<file path="src/rtl/vram_port_arbiter.sv">
// Round-robin arbiter giving NUM_PORTS bus requesters access to one synchronous dual-byte VRAM,
// with programmable wait states, latched read data and a per-port DTACK_N handshake.
module vram_port_arbiter #(
    parameter int unsigned  NUM_PORTS   = 2,
    parameter int unsigned  ADDR_W      = 15,
    parameter int unsigned  WAIT_STATES = 1,
    localparam int unsigned GrantW      = (NUM_PORTS > 1) ? $clog2(NUM_PORTS) : 1
) (
    input  logic                        clk_i,
    input  logic                        rst_ni,
    input  logic [NUM_PORTS-1:0]        sel_i,
    input  logic [NUM_PORTS-1:0]        rnw_i,
    input  logic [NUM_PORTS-1:0]        uds_n_i,
    input  logic [NUM_PORTS-1:0]        lds_n_i,
    input  logic [NUM_PORTS*ADDR_W-1:0] addr_i,
    input  logic [NUM_PORTS*16-1:0]     di_i,
    output logic [15:0]                 do_o,
    output logic [NUM_PORTS-1:0]        dtack_n_o,
    output logic [ADDR_W-1:0]           vram_addr_o,
    output logic [15:0]                 vram_di_o,
    input  logic [15:0]                 vram_do_i,
    output logic                        vram_ce_n_o,
    output logic                        vram_we_n_o,
    output logic                        vram_ub_n_o,
    output logic                        vram_lb_n_o,
    output logic [GrantW-1:0]           grant_o
);

    typedef enum logic [1:0] {StIdle, StAccess, StAck} state_e;

    localparam logic [3:0]      CntInit = 4'(WAIT_STATES - 1);
    localparam logic [GrantW:0] NumP    = (GrantW + 1)'(NUM_PORTS);
    localparam logic [GrantW-1:0] LastInit = GrantW'(NUM_PORTS - 1);

    state_e               state_q;
    logic [GrantW-1:0]    grant_q;
    logic [GrantW-1:0]    last_q;
    logic [3:0]           cnt_q;
    logic                 capture_q;
    logic                 rnw_q;
    logic [ADDR_W-1:0]    addr_q;
    logic [15:0]          di_q;
    logic [15:0]          do_q;
    logic                 ce_n_q;
    logic                 we_n_q;
    logic                 ub_n_q;
    logic                 lb_n_q;
    logic [NUM_PORTS-1:0] dtack_n_q;

    logic                 any_req;
    logic [GrantW-1:0]    winner;
    logic [GrantW:0]      cand;

    // Search starts one past the last granted port and wraps, so the first hit is the winner.
    always_comb begin
        any_req = 1'b0;
        winner  = '0;
        cand    = '0;
        for (int unsigned i = 1; i <= NUM_PORTS; i++) begin
            cand = {1'b0, last_q} + (GrantW + 1)'(i);
            if (cand >= NumP) begin
                cand = cand - NumP;
            end
            if (!any_req && sel_i[cand[GrantW-1:0]]) begin
                any_req = 1'b1;
                winner  = cand[GrantW-1:0];
            end
        end
    end

    always_ff @(posedge clk_i or negedge rst_ni) begin
        if (!rst_ni) begin
            state_q   <= StIdle;
            grant_q   <= '0;
            last_q    <= LastInit;
            cnt_q     <= '0;
            capture_q <= 1'b0;
            rnw_q     <= 1'b1;
            addr_q    <= '0;
            di_q      <= '0;
            do_q      <= '0;
            ce_n_q    <= 1'b1;
            we_n_q    <= 1'b1;
            ub_n_q    <= 1'b1;
            lb_n_q    <= 1'b1;
            dtack_n_q <= '1;
        end else begin
            unique case (state_q)
                StIdle: begin
                    if (any_req) begin
                        grant_q   <= winner;
                        rnw_q     <= rnw_i[winner];
                        addr_q    <= addr_i[32'(winner) * ADDR_W +: ADDR_W];
                        di_q      <= di_i[32'(winner) * 16 +: 16];
                        cnt_q     <= CntInit;
                        capture_q <= 1'b0;
                        // Both byte strobes high is a null cycle: acknowledged, memory untouched.
                        ce_n_q    <= uds_n_i[winner] & lds_n_i[winner];
                        we_n_q    <= rnw_i[winner];
                        ub_n_q    <= uds_n_i[winner];
                        lb_n_q    <= lds_n_i[winner];
                        state_q   <= StAccess;
                    end
                end
                StAccess: begin
                    if (capture_q) begin
                        // Strobes dropped last cycle; the RAM output now holds the final read.
                        if (rnw_q) begin
                            do_q <= vram_do_i;
                        end
                        last_q    <= grant_q;
                        dtack_n_q <= ~(NUM_PORTS'(1) << grant_q);
                        capture_q <= 1'b0;
                        state_q   <= StAck;
                    end else if (cnt_q == 4'd0) begin
                        ce_n_q    <= 1'b1;
                        we_n_q    <= 1'b1;
                        ub_n_q    <= 1'b1;
                        lb_n_q    <= 1'b1;
                        capture_q <= 1'b1;
                    end else begin
                        cnt_q <= cnt_q - 4'd1;
                    end
                end
                StAck: begin
                    if (!sel_i[grant_q]) begin
                        dtack_n_q <= '1;
                        state_q   <= StIdle;
                    end
                end
                default: begin
                    state_q <= StIdle;
                end
            endcase
        end
    end

    assign do_o        = do_q;
    assign dtack_n_o   = dtack_n_q;
    assign vram_addr_o = addr_q;
    assign vram_di_o   = di_q;
    assign vram_ce_n_o = ce_n_q;
    assign vram_we_n_o = we_n_q;
    assign vram_ub_n_o = ub_n_q;
    assign vram_lb_n_o = lb_n_q;
    assign grant_o     = grant_q;

endmodule

</file>
<file path="config.mk">
export PLATFORM = sky130hd
export DESIGN_NAME = vram_port_arbiter
export DESIGN_NICKNAME = d
export VERILOG_FILES = /design/src/rtl/vram_port_arbiter.sv
export SDC_FILE = /design/constraint.sdc
export NUM_CORES = 1
export LEC_CHECK = 0
export ABC_AREA = 1
export CORE_ASPECT_RATIO = 1.5
export CORE_MARGIN = 10
export CORE_UTILIZATION = 41
export DETAILED_ROUTE_END_ITERATION = 16
export PLACE_DENSITY = 0.84
export RECOVER_POWER = 100
export SLEW_MARGIN = 20
export SYNTH_ARGS = -nofsm -noshare
export SYNTH_HDL_FRONTEND = slang
export SYNTH_SLANG_ARGS = --single-unit
</file>
<file path="constraint.sdc">
create_clock -name clk_i -period 1.7 [get_ports clk_i]
set_clock_uncertainty 0.1 [all_clocks]
set_input_delay 0.34 -clock clk_i [delete_from_list [all_inputs] [get_ports clk_i]]
set_output_delay 0.34 -clock clk_i [all_outputs]
set_load 0.005 [all_outputs]
</file>
## Word-level counts from Yosys, hierarchy flattened

Index checks and enable logic that the tools add are counted.

- Input port bits: 88
- Bits in writable memories: 0
- Bits in latches: 0
- Memory bits (read-only): 0
- Memories: 0
- Flip-flop bits (word level): 63
- Output and inout bits: 54

- Multiply operators: 1
- Bitwise logic cells: 2
- Reduce and logical (&&, ||, !) cells: 14
- Magnitude comparators: 6
- Add/subtract/negate cells: 5
- Mux-type cells: 43
- Equality and inequality tests: 8
- Divide/modulo/power cells: 0
- Shifts and indexed selects: 3

Operator list:

| cell | count |
|---|---|
| variable part select 32 x 6 -> 16 bit | 1 |
| variable part select 30 x 6 -> 15 bit | 1 |
| two-way mux 1 bit | 27 |
| two-way mux 4 bit | 3 |
| inequality test 2 bit, second input constant | 6 |
| two-way mux 2 bit | 5 |
| case mux 1 bit (2 select lines) | 5 |
| AND reduction 3 bit | 3 |
| < comparator 1 x 2 -> 1 bit, second input constant | 4 |
| case mux 4 bit (2 select lines) | 1 |
| AND reduction 4 bit | 2 |
| case mux 2 bit (3 select lines) | 1 |
| AND reduction 2 bit | 3 |
| multiplier 1 x 4 -> 5 bit, second input constant | 1 |
| greater-or-equal comparator 2 bit, second input constant | 2 |
| logical NOT 4 bit | 1 |
| case mux 2 bit (2 select lines) | 1 |
| nonzero test 2 bit | 2 |
| subtractor 4 x 1 -> 4 bit, second input constant | 1 |
| adder 1 x 1 -> 2 bit, second input constant | 1 |
| adder 1 x 2 -> 2 bit, second input constant | 1 |
| == test 2 x 1 -> 1 bit, second input constant | 1 |
| == test 2 bit, second input constant | 1 |
| logical NOT 2 bit | 1 |
| other kinds (6) | 7 |

## Depth between registers and ports, before layout

Gate-level depths: netlist of the first run.

- Depth after elaboration: 14
- Depth in mapped cells: 8
- Mapped depth without buffers: 8

## Least setup slack after synthesis of the first run

Ideal clock, no wire load.

- Kind: register to register
- From: reg last_q
- To: reg di_q[6], in the netlist vram_di_o[6]
- Slack: 311 ps
- Arrival time: 1156 ps
- Setup time: 133 ps
- Data required time: 1467 ps
- Stages on the path, launching flop included: 8
- Clock period less this slack: 1389 ps
- Cells stage by stage: dfstp_2 nand2_1 nand2_1 buf_4 clkbuf_8 nand2_1 o21ai_0 o21ai_0

- Word-level cells in the longest chain between the ends: 10
- Elaborated cells between the ends (all ways): 20

Ends and longest elaborated chain:

| what | line | RTL |
|---|---|---|
| start: declaration | 37 | `logic [GrantW-1:0] last_q;` |
| start signal: assignment | 75 | `last_q <= LastInit;` |
| start signal: assignment | 111 | `last_q <= grant_q;` |
| adder 1 x 1 -> 2 bit | 60 | `cand = {1'b0, last_q} + (GrantW + 1)'(i);` |
| greater-or-equal comparator 2 bit / subtractor 1 bit (equally long branches) | 61, 62 |  |
| two-way mux 1 bit | 61 | `if (cand >= NumP) begin` |
| two-way mux 1 bit (implied by the code) (2 in a row) | 64 | `if (!any_req && sel_i[cand[GrantW-1:0]]) begin` |
| two-way mux 1 bit | 64 |  |
| logical NOT 1 bit | 64 |  |
| logical AND 1 bit | 64 |  |
| two-way mux 1 bit | 64 |  |
| variable part select 32 x 6 -> 16 bit / AND reduction 2 bit (equally long branches) | -- |  |
| end signal: assignment | 94 | `di_q <= di_i[32'(winner) * 16 +: 16];` |
| end: declaration | 42 | `logic [15:0] di_q;` |

Parallel ways exist; a longest one is shown, timed or not. The select of a mux whose other input is x is not followed.
A chain may end at the register's enable or synchronous reset.

## Worst setup path in the final report of the first run

- From: reg di_q[8], in the netlist vram_di_o[8]
- To: out vram_di_o[8]

RTL lines:

| what | line | RTL |
|---|---|---|
| end: declaration | 20 | `output logic [15:0] vram_di_o,` |

No word-level cell between the ends.

==> impl_metrics.py, run 1 <==
metrics = {
    "yosys": {
        "post_synth_top_area_cell": "sky130_fd_sc_hd__dfrtp_1",
        "yosysWarningCount": 0,
        "ys_top_cells_by_area": "sky130_fd_sc_hd__dfrtp_1, sky130_fd_sc_hd__nand2_1, sky130_fd_sc_hd__o21ai_0, sky130_fd_sc_hd__dfstp_2, sky130_fd_sc_hd__inv_1",
        "synth_enable_flop_cells": 0,
        "synth.ff_latch_count": 63,
        "yosys-top-cells-count": "sky130_fd_sc_hd__nand2_1, sky130_fd_sc_hd__o21ai_0, sky130_fd_sc_hd__dfrtp_1",
        "syn-instance-count": 376,
        "synthesized_netlist_net_count": 466,
        "synth.lib_cells_used.distinct": 23,
        "ys.flop_type": "sky130_fd_sc_hd__dfrtp_1",
        "synth_area_um2": 3030,
        "avgSynthCellArea_um2": 8.06,
        "yosysMostFrequentCell": "sky130_fd_sc_hd__nand2_1",
        "yosysSeqAreaShare_pct": 52.4,
        "synth_top_area_share_pct": 45.4,
        "synth-async-reset-ratio_pct": 100,
    },
    "floorplanning": {
        "fp.dieH_um": 125,
        "core.rowCount": 38,
        "dieWidth_um": 90.2,
        "start_util_pct": 41.9,
        "die_footprint_um2": 11300,
        "ioPinCount": 142,
        "floorplan.core_area_um2": 7230,
    },
    "clock_tree": {
        "clock_root_buffer_master": "sky130_fd_sc_hd__clkbuf_8",
        "tritoncts": "built",
        "cts_num_sinks": 63,
        "cts_buffers": 9,
        "clkTransAtPathRegs_ns": 0.07,
        "clockBufferDepth": 2,
        "clk_latency_ns": 0.33,
        "htree_levels": 3,
    },
    "route": {
        "drt-vias-per-instance": 4.63,
        "drtAntennaViolNets": 0,
        "routed_wire_length_per_instance_um": 14.4,
        "route.vias.total": 2911,
        "drtIter0Drc": 95,
        "postRouteWirelength_um": 9080,
        "drc": 0,
        "firstDrtPassIters": 4,
    },
    "worst_setup_path": {
        "start_kind": "flop",
        "critical_path.cell_chain": "clkdlybuf4s50_1",
        "critPathRequiredTime_ns": 1.26,
        "timing.reg2reg.worst_path_depth": 5,
        "critPathCaptureType": "output port",
        "worst-endpoint-arrival_ns": 1.23,
        "crit_path_max_fanout": 2,
        "worst_path_dominant_cell_family": "buffers and inverters",
        "r2r_slack_ns": 0.11,
        "slowest_delay_ns": 0.56,
        "critPathSlowestCell": "sky130_fd_sc_hd__clkdlybuf4s50_1",
        "setup.worst_path.class": "flop to output port",
        "worst-path-buf-inv": 1,
        "r2r_start": "state_q[0]",
        "worstReg2RegEnd": "do_o[15]",
    },
    "timing": {
        "final_hold_viol_count": 0,
        "setup_viol": 0,
        "max_slew_vio_count": 0,
        "max_slew.worst_pin.slew_ns": 0.937,
        "fmaxAchievable_mhz": 597,
        "slew_headroom_pct": 37.5,
        "timing.setup.tns_ns": 0,
        "finalCritPeriodShare_pct": 98.5,
        "finalCriticalPeriod_ns": 1.67,
    },
    "global_route": {
        "grt_pass1_wl_um": 14700,
        "global_route.usage.total_pct": 16.0,
        "vias_in_the_first_global_route": 3014,
        "largest_net_degree_at_the_start_of_global_routing": 50,
        "gr-total-overflow": 0,
        "antenna_found_initial": 0,
    },
    "power": {
        "static_leakage_power_nw": 2.30,
        "vdd_drop_max_mv": 0.728,
        "ratio_of_total_power_to_cell_area_nw_per_um2": 1650,
    },
    "hold_path": {
        "worstHoldPathType": "flop to flop",
        "min-delay-start": "do_o[8]",
        "whs_path_depth": 2,
        "worstHoldEndpoint": "do_o[8]",
    },
    "run": {
        "cap_viol_max_count": 0,
    },
    "layout": {
        "areaGrowthSynthToFinish_pct": 58.2,
        "antenna_cells": 0,
        "fillCellCount": 632,
        "finalCoreUtilization_pct": 66.3,
        "finish.net_count": 614,
        "fraction_of_layout_cells_with_a_size_suffix_above_1_pct": 6.99,
    },
    "status": {
        "outcome": "finished clean",
    },
    "placement": {
        "gp_congestion": 0.868,
        "io_port_bufs": 141,
        "dp_hpwl_um": 7260,
    },
}
worst max-delay path by stage:
stage | depth (start not counted) | to | startpoint
2_1_floorplan | 7 | vram_di_o[6] | last_q
3_3_place_gp | 8 | cnt_q[3] | sel_i[1]
3_5_place_dp | 7 | cnt_q[3] | sel_i[1]
4_1_cts | 1 | do_o[4] | do_o[4]
5_1_grt | 1 | do_o[2] | do_o[2]
6_report | 1 | vram_di_o[8] | vram_di_o[8]
per-stage QoR:
| stage | power [mW] | hold WS (ns) | worst slack (ns) | cell area [um2] | instances |
|---|---|---|---|---|---|
| final | 7.92 | 0.376 | 0.0254 | 4790 | 629 |
| after floorplan | 4.49 | -0.0556 | 0.311 | 3030 | 376 |
| after global routing | 8.56 | 0.395 | -0.00416 | 4790 | 629 |
| after CTS | 8.13 | 0.366 | 0.00928 | 4810 | 629 |
| after detailed placement | 6.57 | 0.188 | -0.108 | 4560 | 611 |
| after global placement | 6.40 | 0.178 | -0.0347 | 4560 | 611 |
final cells by class:
type                    count  area, um2  share of cell area, %
clock buffers               9        124                   2.58
clock inverters             7        121                   2.53
inverters                  44        165                   3.44
multi-input cells         251       1120                   23.5
flip-flops and latches     63       1590                   33.1
well taps                 100        125                   2.61
repair buffers            155       1550                   32.3
report_power, final:
group | switching, mW | internal (mW)
logic | 1.69 | 1.86
registers | 0.500 | 2.31
clock network | 0.579 | 0.978
metal layers:
| metal | routed length, um | global-route usage [%] | share of wire, % |
|---|---|---|---|
| met1 | 3580 | 16.6 | 39 |
| met2 | 4710 | 28.9 | 52 |
| met3 | 653 | 5.39 | 7.2 |
| met4 | 143 | 6.20 | 1.6 |
| met5 | 0 | 0 | 0 |
cells in the final DEF (no fill, tap or decap), drive strengths merged:
master and n:
xor2 1, clkdlybuf4s50 127, or2 1, dlygate4sd2 7
clkdlybuf4s25 5, nor2 11, bufinv 3, dfstp 8
dfrtp 55, buf 11, a21oi 2, nand2 134
inv 44, dlygate4sd3 2, nand4 1, nand3 29
clkbuf 12, o21ai 70, clkinv 4, ha 2
logic make-up after synthesis:
logic type,synth area share (%)
flops,52.4
xor+xnor,0.289
simple gates,24.4
fa+ha+maj,0.826
buf+inv,10.3
compound gates,11.9
sequential cells by signal, indices dropped and copies added (netlist names), 2 cells and up:
signal,flops
cnt_q,4
vram_addr_o,15
vram_di_o,16
dtack_n_o,2
do_o,16
state_q,2
timing repair:
item	CTS	global route
hold endpoints to repair	11	0
setup endpoints to repair	8	5
gates resized for setup	8	5
setup buffers	1	0
hold buffers	1	0
(Power assumes the default switching activity.)
==> run 2: changes to the inputs <==
--- a/config.mk
+++ b/config.mk
@@ -18 +18,2 @@
 export SYNTH_SLANG_ARGS = --single-unit
+export TNS_END_PERCENT = 5
==> constraint.sdc (replaced) <==
create_clock -name clk_i -period 1.7 [get_ports clk_i]
set_clock_uncertainty 0.1 [all_clocks]
set_input_delay 0.17 -clock clk_i [delete_from_list [all_inputs] [get_ports clk_i]]
set_output_delay 0.17 -clock clk_i [all_outputs]
set_load 0.005 [all_outputs]
==> run 2 against run 1 <==
Net effect: setup slack improved by 0.014 ns; sequential share of layout area increased by 0.73 points; cell count is 0.79% lower; count of clock-buffer cells in the layout is 3 higher; critical path depth did not move; critical endpoint is now vram_ce_n_o; largest cell class unchanged; largest power group unchanged.
==> impl_metrics.py, run 2 (synthesis gave the netlist of run 1 again) <==
metrics = {
    "power": {
        "static_leakage_power_nw": 2.29,
        "intPower_mw": 4.72,
        "power.combinational.fraction_pct": 45.2,
        "netSwitchingPower_mw": 2.68,
        "clock_power_share_pct": 17.0,
        "vdd_drop_max_mv": 0.556,
        "sw_frac_of_total_pct": 36.3,
        "power_frac_seq_pct": 37.8,
        "overall_power_of_the_completed_layout_mw": 7.40,
        "ratio_of_total_power_to_cell_area_nw_per_um2": 1580,
    },
    "worst_setup_path": {
        "timing.reg2reg.worst_path_depth": 7,
        "worst-path-buf-inv": 1,
        "cp.depth": 1,
        "crit_path_max_fanout": 2,
        "slowest_delay_ns": 0.54,
        "setup.worst_path.class": "flop to output port",
        "r2r_start": "last_q",
        "startpoint": "vram_ce_n_o",
        "critPathRequiredTime_ns": 1.43,
        "critPathCaptureType": "output port",
        "start_kind": "flop",
        "worst_path_dominant_cell_family": "flip-flops",
        "critical_path.cell_chain": "clkdlybuf4s50_1",
        "critPathSlowestCell": "sky130_fd_sc_hd__dfstp_2",
        "worst-endpoint-arrival_ns": 1.39,
    },
    "global_route": {
        "global_route.usage.total_pct": 16.1,
        "grt_pass1_wl_um": 14800,
        "antenna_found_initial": 0,
        "vias_in_the_first_global_route": 3065,
        "gr-total-overflow": 0,
        "largest_net_degree_at_the_start_of_global_routing": 64,
    },
    "timing": {
        "finalCritPeriodShare_pct": 97.7,
        "setup_viol": 0,
        "rsz_0062_raised_after_global_routing": "false",
        "max_slew.worst_pin.slew_ns": 0.845,
        "finalCriticalPeriod_ns": 1.66,
        "final_hold_viol_count": 0,
        "timing.setup.tns_ns": 0,
        "fmaxAchievable_mhz": 602,
        "slew_headroom_pct": 43.7,
        "max_slew_vio_count": 0,
    },
    "floorplanning": {
        "core.rowCount": 38,
        "fp.dieH_um": 125,
        "floorplan.core_area_um2": 7230,
        "die_footprint_um2": 11300,
        "dieWidth_um": 90.2,
        "ioPinCount": 142,
        "start_util_pct": 41.9,
    },
    "clock_tree": {
        "tritoncts": "built",
        "clockBufferDepth": 2,
        "cts_num_sinks": 63,
        "htree_levels": 3,
        "clock_root_buffer_master": "sky130_fd_sc_hd__clkbuf_8",
        "clkTransAtPathRegs_ns": 0.07,
        "post-cts-setup-buffer-count": 0,
        "cts_buffers": 9,
        "clk_latency_ns": 0.33,
    },
    "layout": {
        "areaGrowthSynthToFinish_pct": 54.8,
        "final_common_cell": "sky130_fd_sc_hd__nand2_1",
        "finish.net_count": 609,
        "area.sequential_um2": 1590,
        "multiInputGateArea_um2": 1120,
        "mostFrequentLayoutCells": "sky130_fd_sc_hd__nand2_1, sky130_fd_sc_hd__clkdlybuf4s50_1, sky130_fd_sc_hd__o21ai_0",
        "antenna_cells": 0,
        "fraction_of_layout_cells_with_a_size_suffix_above_1_pct": 6.49,
        "fillCellCount": 621,
    },
    "placement": {
        "dp_hpwl_um": 7040,
        "gp_congestion": 0.818,
        "io_port_bufs": 141,
    },
    "route": {
        "firstDrtPassIters": 4,
        "drc": 0,
        "postRouteWirelength_um": 8920,
        "route.vias.total": 2911,
        "drtAntennaViolNets": 0,
        "drt-vias-per-instance": 4.67,
        "drtIter0Drc": 98,
        "routed_wire_length_per_instance_um": 14.3,
    },
    "hold_path": {
        "whs_path_depth": 3,
        "min-delay-start": "vram_do_i[1]",
        "worstHoldPathType": "primary input to flop",
    },
    "status": {
        "outcome": "finished clean",
    },
    "run": {
        "cap_viol_max_count": 0,
    },
}
-- run 2: cell count changes in the layout (fill, tap and decap cells not counted), moves of 3 or more --
cell / change
sky130_fd_sc_hd__clkdlybuf4s50_1: -34
sky130_fd_sc_hd__clkdlybuf4s25_1: -5
sky130_fd_sc_hd__buf_4: -3
sky130_fd_sc_hd__dlygate4sd3_1: +46
sky130_fd_sc_hd__clkinv_4: -3
sky130_fd_sc_hd__dlygate4sd2_1: -7
-- run 2: path summary, 6_finish.rpt --
path	end	slack [ns]
worst max-delay path	vram_ce_n_o	0.04
worst min-delay path	do_o[1]	0.29
worst max register to register	vram_we_n_o	0.10
worst min register to register	do_o[14]	0.36
max in group asynchronous	grant_o	0.43
min in group asynchronous	vram_addr_o[14]	0.49
-- run 2: layout make-up --
| cell class | count | share of cell area (%) |
|---|---|---|
| clock inverter | 4 | 0.960 |
| sequential | 63 | 33.8 |
| tap | 100 | 2.67 |
| timing repair buffer | 150 | 31.9 |
| clock buffer | 12 | 3.09 |
| inverter | 44 | 3.52 |
| multi-input combinational | 251 | 24.0 |
-- run 2: what timing repair did --
item | 4_1_cts | 5_1_grt
hold buffers | 1 | 0
endpoints found under the hold margin | 55 | 0
endpoints found under the setup margin | 0 | 1
gates resized for setup | 0 | 1
-- run 2: per-layer routing --
layer | up-vias | wire length [um] | GRT usage, %
met5 | - | 0 | 0
met4 | 0 | 205 | 7.05
met3 | 15 | 697 | 5.81
li1 | 1474 | - | -
met1 | 1319 | 3430 | 17.2
met2 | 103 | 4590 | 28.1
-- run 2: through the flow --
step	util, %	hold WS [ns]	instance area, um2	std cells	setup WS, ns
3_5_place_dp	62.5	0.111	4520	607	0.0389
5_1_grt	64.9	0.283	4690	624	0.00515
3_3_place_gp	62.5	0.108	4520	607	0.131
4_1_cts	65.3	0.268	4720	624	0.00327
2_1_floorplan	-	-0.226	3030	376	0.311
6_report	64.9	0.288	4690	624	0.0393
-- run 2: power by group through the flow --
| stage | clock [mW] | sequential [mW] | combinational [mW] |
|---|---|---|---|
| after floorplan | 0 | 2.80 | 1.70 |
| after global placement | 0 | 2.82 | 3.52 |
| after detailed placement | 0 | 2.86 | 3.66 |
| after CTS | 1.31 | 2.84 | 3.68 |
| after global routing | 1.36 | 2.90 | 3.82 |
| final | 1.26 | 2.80 | 3.35 |
==> run 3: changes to the inputs <==
- CELL_PAD_IN_SITES_DETAIL_PLACEMENT: default -> 1
- CELL_PAD_IN_SITES_GLOBAL_PLACEMENT: default -> 1
- CORE_UTILIZATION: 41 -> 29
- PLACE_DENSITY: 0.84 -> 0.85
==> run 3 against run 2 <==
Net effect: sequential share of layout area decreased by 0.88 points; cell count increased by 6.4%; non-clock buffer count decreased by 1; critical endpoint is now vram_we_n_o; largest power group unchanged; die area increased by 33%.
==> impl_metrics.py, run 3 (synthesis gave the netlist of run 1 again) <==
metrics = {
    "worst_setup_path": {
        "start_kind": "flop",
        "worst_path_dominant_cell_family": "flip-flops",
        "slowest_delay_ns": 0.55,
        "crit_path_max_fanout": 2,
        "worst-endpoint-arrival_ns": 1.40,
        "startpoint": "vram_we_n_o",
        "critPathCaptureType": "output port",
        "r2r_start": "state_q[0]",
        "setup.worst_path.class": "flop to output port",
        "worst-path-buf-inv": 1,
        "critPathRequiredTime_ns": 1.43,
        "critical_path.cell_chain": "clkdlybuf4s50_1",
        "critPathSlowestCell": "sky130_fd_sc_hd__dfstp_2",
    },
    "power": {
        "intPower_mw": 5.04,
        "ratio_of_total_power_to_cell_area_nw_per_um2": 1640,
        "netSwitchingPower_mw": 2.84,
        "static_leakage_power_nw": 2.31,
        "power.combinational.fraction_pct": 42.9,
        "clock_power_share_pct": 21.6,
        "power_frac_seq_pct": 35.5,
        "vdd_drop_max_mv": 0.524,
        "sw_frac_of_total_pct": 36.0,
    },
    "floorplanning": {
        "ioPinCount": 142,
        "fp.dieH_um": 145,
        "die_footprint_um2": 15000,
        "start_util_pct": 29.7,
        "core.rowCount": 45,
        "floorplan.core_area_um2": 10200,
        "dieWidth_um": 103,
    },
    "timing": {
        "fmaxAchievable_mhz": 600,
        "setup_viol": 0,
        "finalCritPeriodShare_pct": 98.1,
        "timing.setup.tns_ns": 0,
        "slew_headroom_pct": 41.3,
        "max_slew.worst_pin.slew_ns": 0.881,
        "final_hold_viol_count": 0,
        "max_slew_vio_count": 0,
        "finalCriticalPeriod_ns": 1.67,
        "worst_slack_ns": 0.0329,
        "rsz_0062_raised_after_global_routing": "false",
    },
    "route": {
        "drtIter0Drc": 33,
        "drt-vias-per-instance": 4.45,
        "drc": 0,
        "route.vias.total": 2958,
        "postRouteWirelength_um": 10100,
        "firstDrtPassIters": 4,
        "drtAntennaViolNets": 0,
        "routed_wire_length_per_instance_um": 15.2,
    },
    "layout": {
        "antenna_cells": 0,
        "fillCellCount": 1204,
        "final_common_cell": "sky130_fd_sc_hd__nand2_1",
        "finish.net_count": 608,
        "fraction_of_layout_cells_with_a_size_suffix_above_1_pct": 6.12,
        "mostFrequentLayoutCells": "sky130_fd_sc_hd__nand2_1, sky130_fd_sc_hd__clkdlybuf4s50_1, sky130_fd_sc_hd__o21ai_0",
        "areaGrowthSynthToFinish_pct": 58.8,
        "final_cell_area_excluding_filler_cells_um2": 4810,
        "multiInputGateArea_um2": 1120,
        "area.sequential_um2": 1590,
    },
    "clock_tree": {
        "post-cts-setup-buffer-count": 0,
        "clk_latency_ns": 0.33,
        "clockBufferDepth": 2,
        "tritoncts": "built",
        "cts_num_sinks": 63,
        "htree_levels": 3,
        "clock_root_buffer_master": "sky130_fd_sc_hd__clkbuf_16",
        "cts_buffers": 9,
        "clkTransAtPathRegs_ns": 0.06,
    },
    "global_route": {
        "grt_pass1_wl_um": 16400,
        "gr-total-overflow": 0,
        "global_route.usage.total_pct": 13.9,
        "vias_in_the_first_global_route": 3349,
        "antenna_found_initial": 0,
        "largest_net_degree_at_the_start_of_global_routing": 67,
    },
    "placement": {
        "gp_congestion": 0.776,
        "placed_area_um2": 4560,
        "post-place-ws_ns": 0.0159,
        "io_port_bufs": 141,
        "dp_hpwl_um": 7880,
    },
    "status": {
        "outcome": "finished clean",
    },
    "run": {
        "cap_viol_max_count": 0,
    },
    "hold_path": {
        "min-delay-start": "vram_do_i[4]",
        "worstHoldPathType": "primary input to flop",
    },
}
## run 3: cell count changes in the layout (fill, tap and decap cells not counted), sizes merged
cell	change
clkinvlp	+1
bufinv	-1
clkinv	-1
## run 3: stage by stage
stage                     instances  total power, mW  hold WS, ns  utilization, %
after floorplan                 376             4.49       -0.226               -
after global placement          647             6.37        0.107            44.7
after detailed placement        647             6.61        0.115            44.7
after CTS                       664             8.40        0.305            47.6
after global routing            664             8.59        0.324            47.2
final                           664             7.88        0.313            47.2
## run 3: final timing paths
kind / cells past startpoint / slack [ns] / to
max: 1 / 0.03 / vram_we_n_o
min: 3 / 0.31 / do_o[4]
max reg2reg: 4 / 0.16 / vram_addr_o[9]
min reg2reg: 2 / 0.36 / do_o[13]
max in group asynchronous: 3 / 0.42 / vram_addr_o[1]
min in group asynchronous: 3 / 0.50 / do_o[9]
## run 3: power by group through the flow
stage                     sequential, mW  combinational (mW)  clock (mW)
after floorplan                     2.80                1.70           0
after global placement              2.82                3.56           0
after detailed placement            2.87                3.74           0
after CTS                           2.86                3.79        1.75
after global routing                2.92                3.85        1.82
final                               2.80                3.38        1.70
## run 3: worst register-to-register path, cell delays in order (launching register included)
cell and delay (ns):
sky130_fd_sc_hd__dfrtp_1 0.50, sky130_fd_sc_hd__nor2_1 0.14, sky130_fd_sc_hd__nand2_2 0.11, sky130_fd_sc_hd__buf_6 0.34, sky130_fd_sc_hd__o21ai_0 0.22
## run 3: layer usage
| metal | track usage (%) | part of all wire [%] | vias up |
|---|---|---|---|
| li1 | - | - | 1466 |
| met1 | 12.9 | 34 | 1382 |
| met2 | 25.4 | 54 | 96 |
| met3 | 5.46 | 9.9 | 14 |
| met4 | 5.66 | 1.8 | 0 |
| met5 | 0 | 0 | - |
## run 3: timing repair
item	CTS	global route
resized for setup	0	0
hold endpoints to repair	55	0
endpoints found under the setup margin	0	0
hold buffers	1	0
## run 3: cell type report
| cell class | instances | share of cell area, % |
|---|---|---|
| flip-flops and latches | 63 | 33.0 |
| repair buffers | 149 | 30.9 |
| multi-input cells | 251 | 23.3 |
| clock buffers | 13 | 5.41 |
| well taps | 141 | 3.67 |
| inverters | 44 | 3.43 |
| clock inverters | 3 | 0.364 |
==> RTL change (config.mk and constraints of run 1) <==
Change the parameter `NUM_PORTS` from 2 to 4.
--- a/src/rtl/vram_port_arbiter.sv
+++ b/src/rtl/vram_port_arbiter.sv
@@ -1,7 +1,7 @@
 // Round-robin arbiter giving NUM_PORTS bus requesters access to one synchronous dual-byte VRAM,
 // with programmable wait states, latched read data and a per-port DTACK_N handshake.
 module vram_port_arbiter #(
-    parameter int unsigned  NUM_PORTS   = 2,
+    parameter int unsigned  NUM_PORTS   = 4,
     parameter int unsigned  ADDR_W      = 15,
     parameter int unsigned  WAIT_STATES = 1,
     localparam int unsigned GrantW      = (NUM_PORTS > 1) ? $clog2(NUM_PORTS) : 1
Interface: changed (8 resized); port bits go from 142 to 215. No check against the original RTL was run, so the function may have changed too.
==> RTL change against run 1 <==
- the flow now finishes with violations (setup timing)
- routed wire length is 82% higher
- power is 98% higher
- cell area is 51% higher
- setup slack worse by 0.68 ns
- sequential power is 8.5% higher
- final cell count is 40% higher
- synthesized area is 36% higher
- sequential cell count is 4 higher
- critical path depth is 12 higher
- critical path type is now reg -> reg
- largest cell class is now non-clock buffers
==> RTL change: results (changes against run 1) <==
metric,value,unit,change
failing checks,setup timing,,
Util after Layout,74.5,%,+8.2 points
Worst-path clk slew,0.06,ns,
final setup fails,45,,+45
"Seq/Total Area, Yosys",40.9,%,-11 points
Total GRT Usage,22.0,%,+6.0 points
Setup WS pre-CTS,-0.802,ns,-0.694 ns
DR vias,4621,,+59%
I/O Buffers,214,,+52%
WL final,16500,um,+82%
worst vdd ir,1.24,mV,+71%
PnR worst setup slack,-0.650,ns,-0.676 ns
Worst path slowest cell,dfstp_2,,
DPL Wire Length,12500,um,+72%
Least-Margin Pin Slew,0.525,ns,-0.412 ns
filler instances,717,,+13%
CP max stage delay,0.63,ns,+0.07 ns
number of global-route vias before repair,5073,,+68%
Post-synth top cells,"129 x nand2_1, 56 x dfrtp_1, 51 x inv_1, 30 x o21ai_0, 27 x nor2_1",,
H-tree depth,3,,unchanged
clock root cell,clkbuf_16,,
largest cells by area after synthesis,"dfrtp_1 34%, nand2_1 12%, dfstp_2 7.0%",,
Ant. Diodes,0,,unchanged
Cells after DPL,849,,+39%
post-synthesis async set-or-reset flop share,100,%,unchanged
switch share,43.4,%,+8.4 points
largest net degree at the start of global routing,45,,-10%
drt wl/cell,18.7,um,+29%
first drt pass iteration count,6,,+2
total CTS buffers,9,,unchanged
layout cells sized above 1,23.6,%,+17 points
number of remaining DRC errors,0,,unchanged
Longest Clk Path Bufs,2,,unchanged
nets,922,,+50%
first-pass GRT wire length,25300,um,+72%
Synth Area per Inst,8.11,um^2,+0.65%
"Cell Area, Placed",6640,um^2,+46%
CP max FO,44,,+42
Iter 0 DRT Violations,219,,+130%
Setup TNS,-24.45,ns,-24.45 ns
Worst Hold Class,reg -> reg,,
syn nets,668,,+43%
final RePlAce weighted congestion,0.965,,+11%
CP arrival,2.45,ns,+1.22 ns
status,"complete, but fails checks",,
post-synth cell types,38,,+65%
total leakage power,3.21,nW,+40%
-- RTL change: changes by cell type after synthesis, moves of 16 or more --
cell / change
or2_0: +16
mux2_2: +16
o21ai_0: -33
o211ai_1: +24
a21oi_1: +20
nor2_1: +18
o211ai_2: +19
-- RTL change: worst max-delay path: cells and delay by family, from the launching register on --
| kind | cells | cell delay, ns |
|---|---|---|
| AOI/OAI and AO/OA | 2 | 0.20 |
| DFF | 1 | 0.63 |
| and+or+nand+nor | 9 | 1.02 |
| buffers and inverters | 2 | 0.26 |
-- RTL change: area by class of cell --
class	count	area share [%]
clock inverters	5	0.414
inverters	56	3.14
clock buffers	10	3.29
multi-input cells	359	30.3
flip-flops and latches	67	23.3
repair buffers	270	37.6
well taps	115	1.98
-- RTL change: final timing paths --
check,from,to,slack [ns],cells past startpoint
max,last_q[0]$_DFFE_PN1P_,vram_di_o[14]$_DFFE_PN0P_,-0.65,13
min reg2reg,cnt_q[0]$_DFFE_PN0P_,cnt_q[0]$_DFFE_PN0P_,0.36,1
max in group asynchronous,rst_ni,grant_o[0]$_DFFE_PN0P_,0.18,3
min in group asynchronous,rst_ni,vram_addr_o[10]$_DFFE_PN0P_,0.42,2
max reg2reg,last_q[0]$_DFFE_PN1P_,vram_di_o[14]$_DFFE_PN0P_,-0.65,13
min,cnt_q[0]$_DFFE_PN0P_,cnt_q[0]$_DFFE_PN0P_,0.36,1
-- RTL change: power groups by stage --
stage,Combinational (mW),Clock [mW],Sequential [mW]
2_1_floorplan,5.56,0,2.99
3_3_place_gp,9.03,0,3.00
3_5_place_dp,9.35,0,3.05
4_1_cts,10.6,1.70,3.03
5_1_grt,11.9,1.77,3.14
6_report,11.0,1.66,3.05
-- RTL change: kinds of logic (layout without fill, tap and decap cells) --
family	after synthesis	in the layout	synth area share, %
xor gates and xnor gates	2	2	0.424
buffers and inverters	83	341	9.58
adders and majority gates	1	1	0.303
AOI/OAI and AO/OA	121	121	20.7
DFF	67	67	40.9
and+or+nand+nor	219	219	23.7
muxes	16	16	4.36
-- RTL change: metal layers --
metal	vias up	track usage, %	part of all wire [%]
met3	42	6.04	6.6
li1	2186	-	-
met1	2188	21.1	34
met2	205	41.9	56
met5	-	0	0
met4	0	10.1	3.9
-- RTL change: timing repair --
| action | 4_1_cts | 5_1_grt |
|---|---|---|
| gates resized for setup | 67 | 17 |
| pin swaps | 7 | 4 |
| cloned | 2 | 1 |
| endpoints found under the hold margin | 17 | 0 |
| setup buffers | 14 | 1 |
| endpoints found under the setup margin | 58 | 51 |
| hold buffers | 1 | 0 |
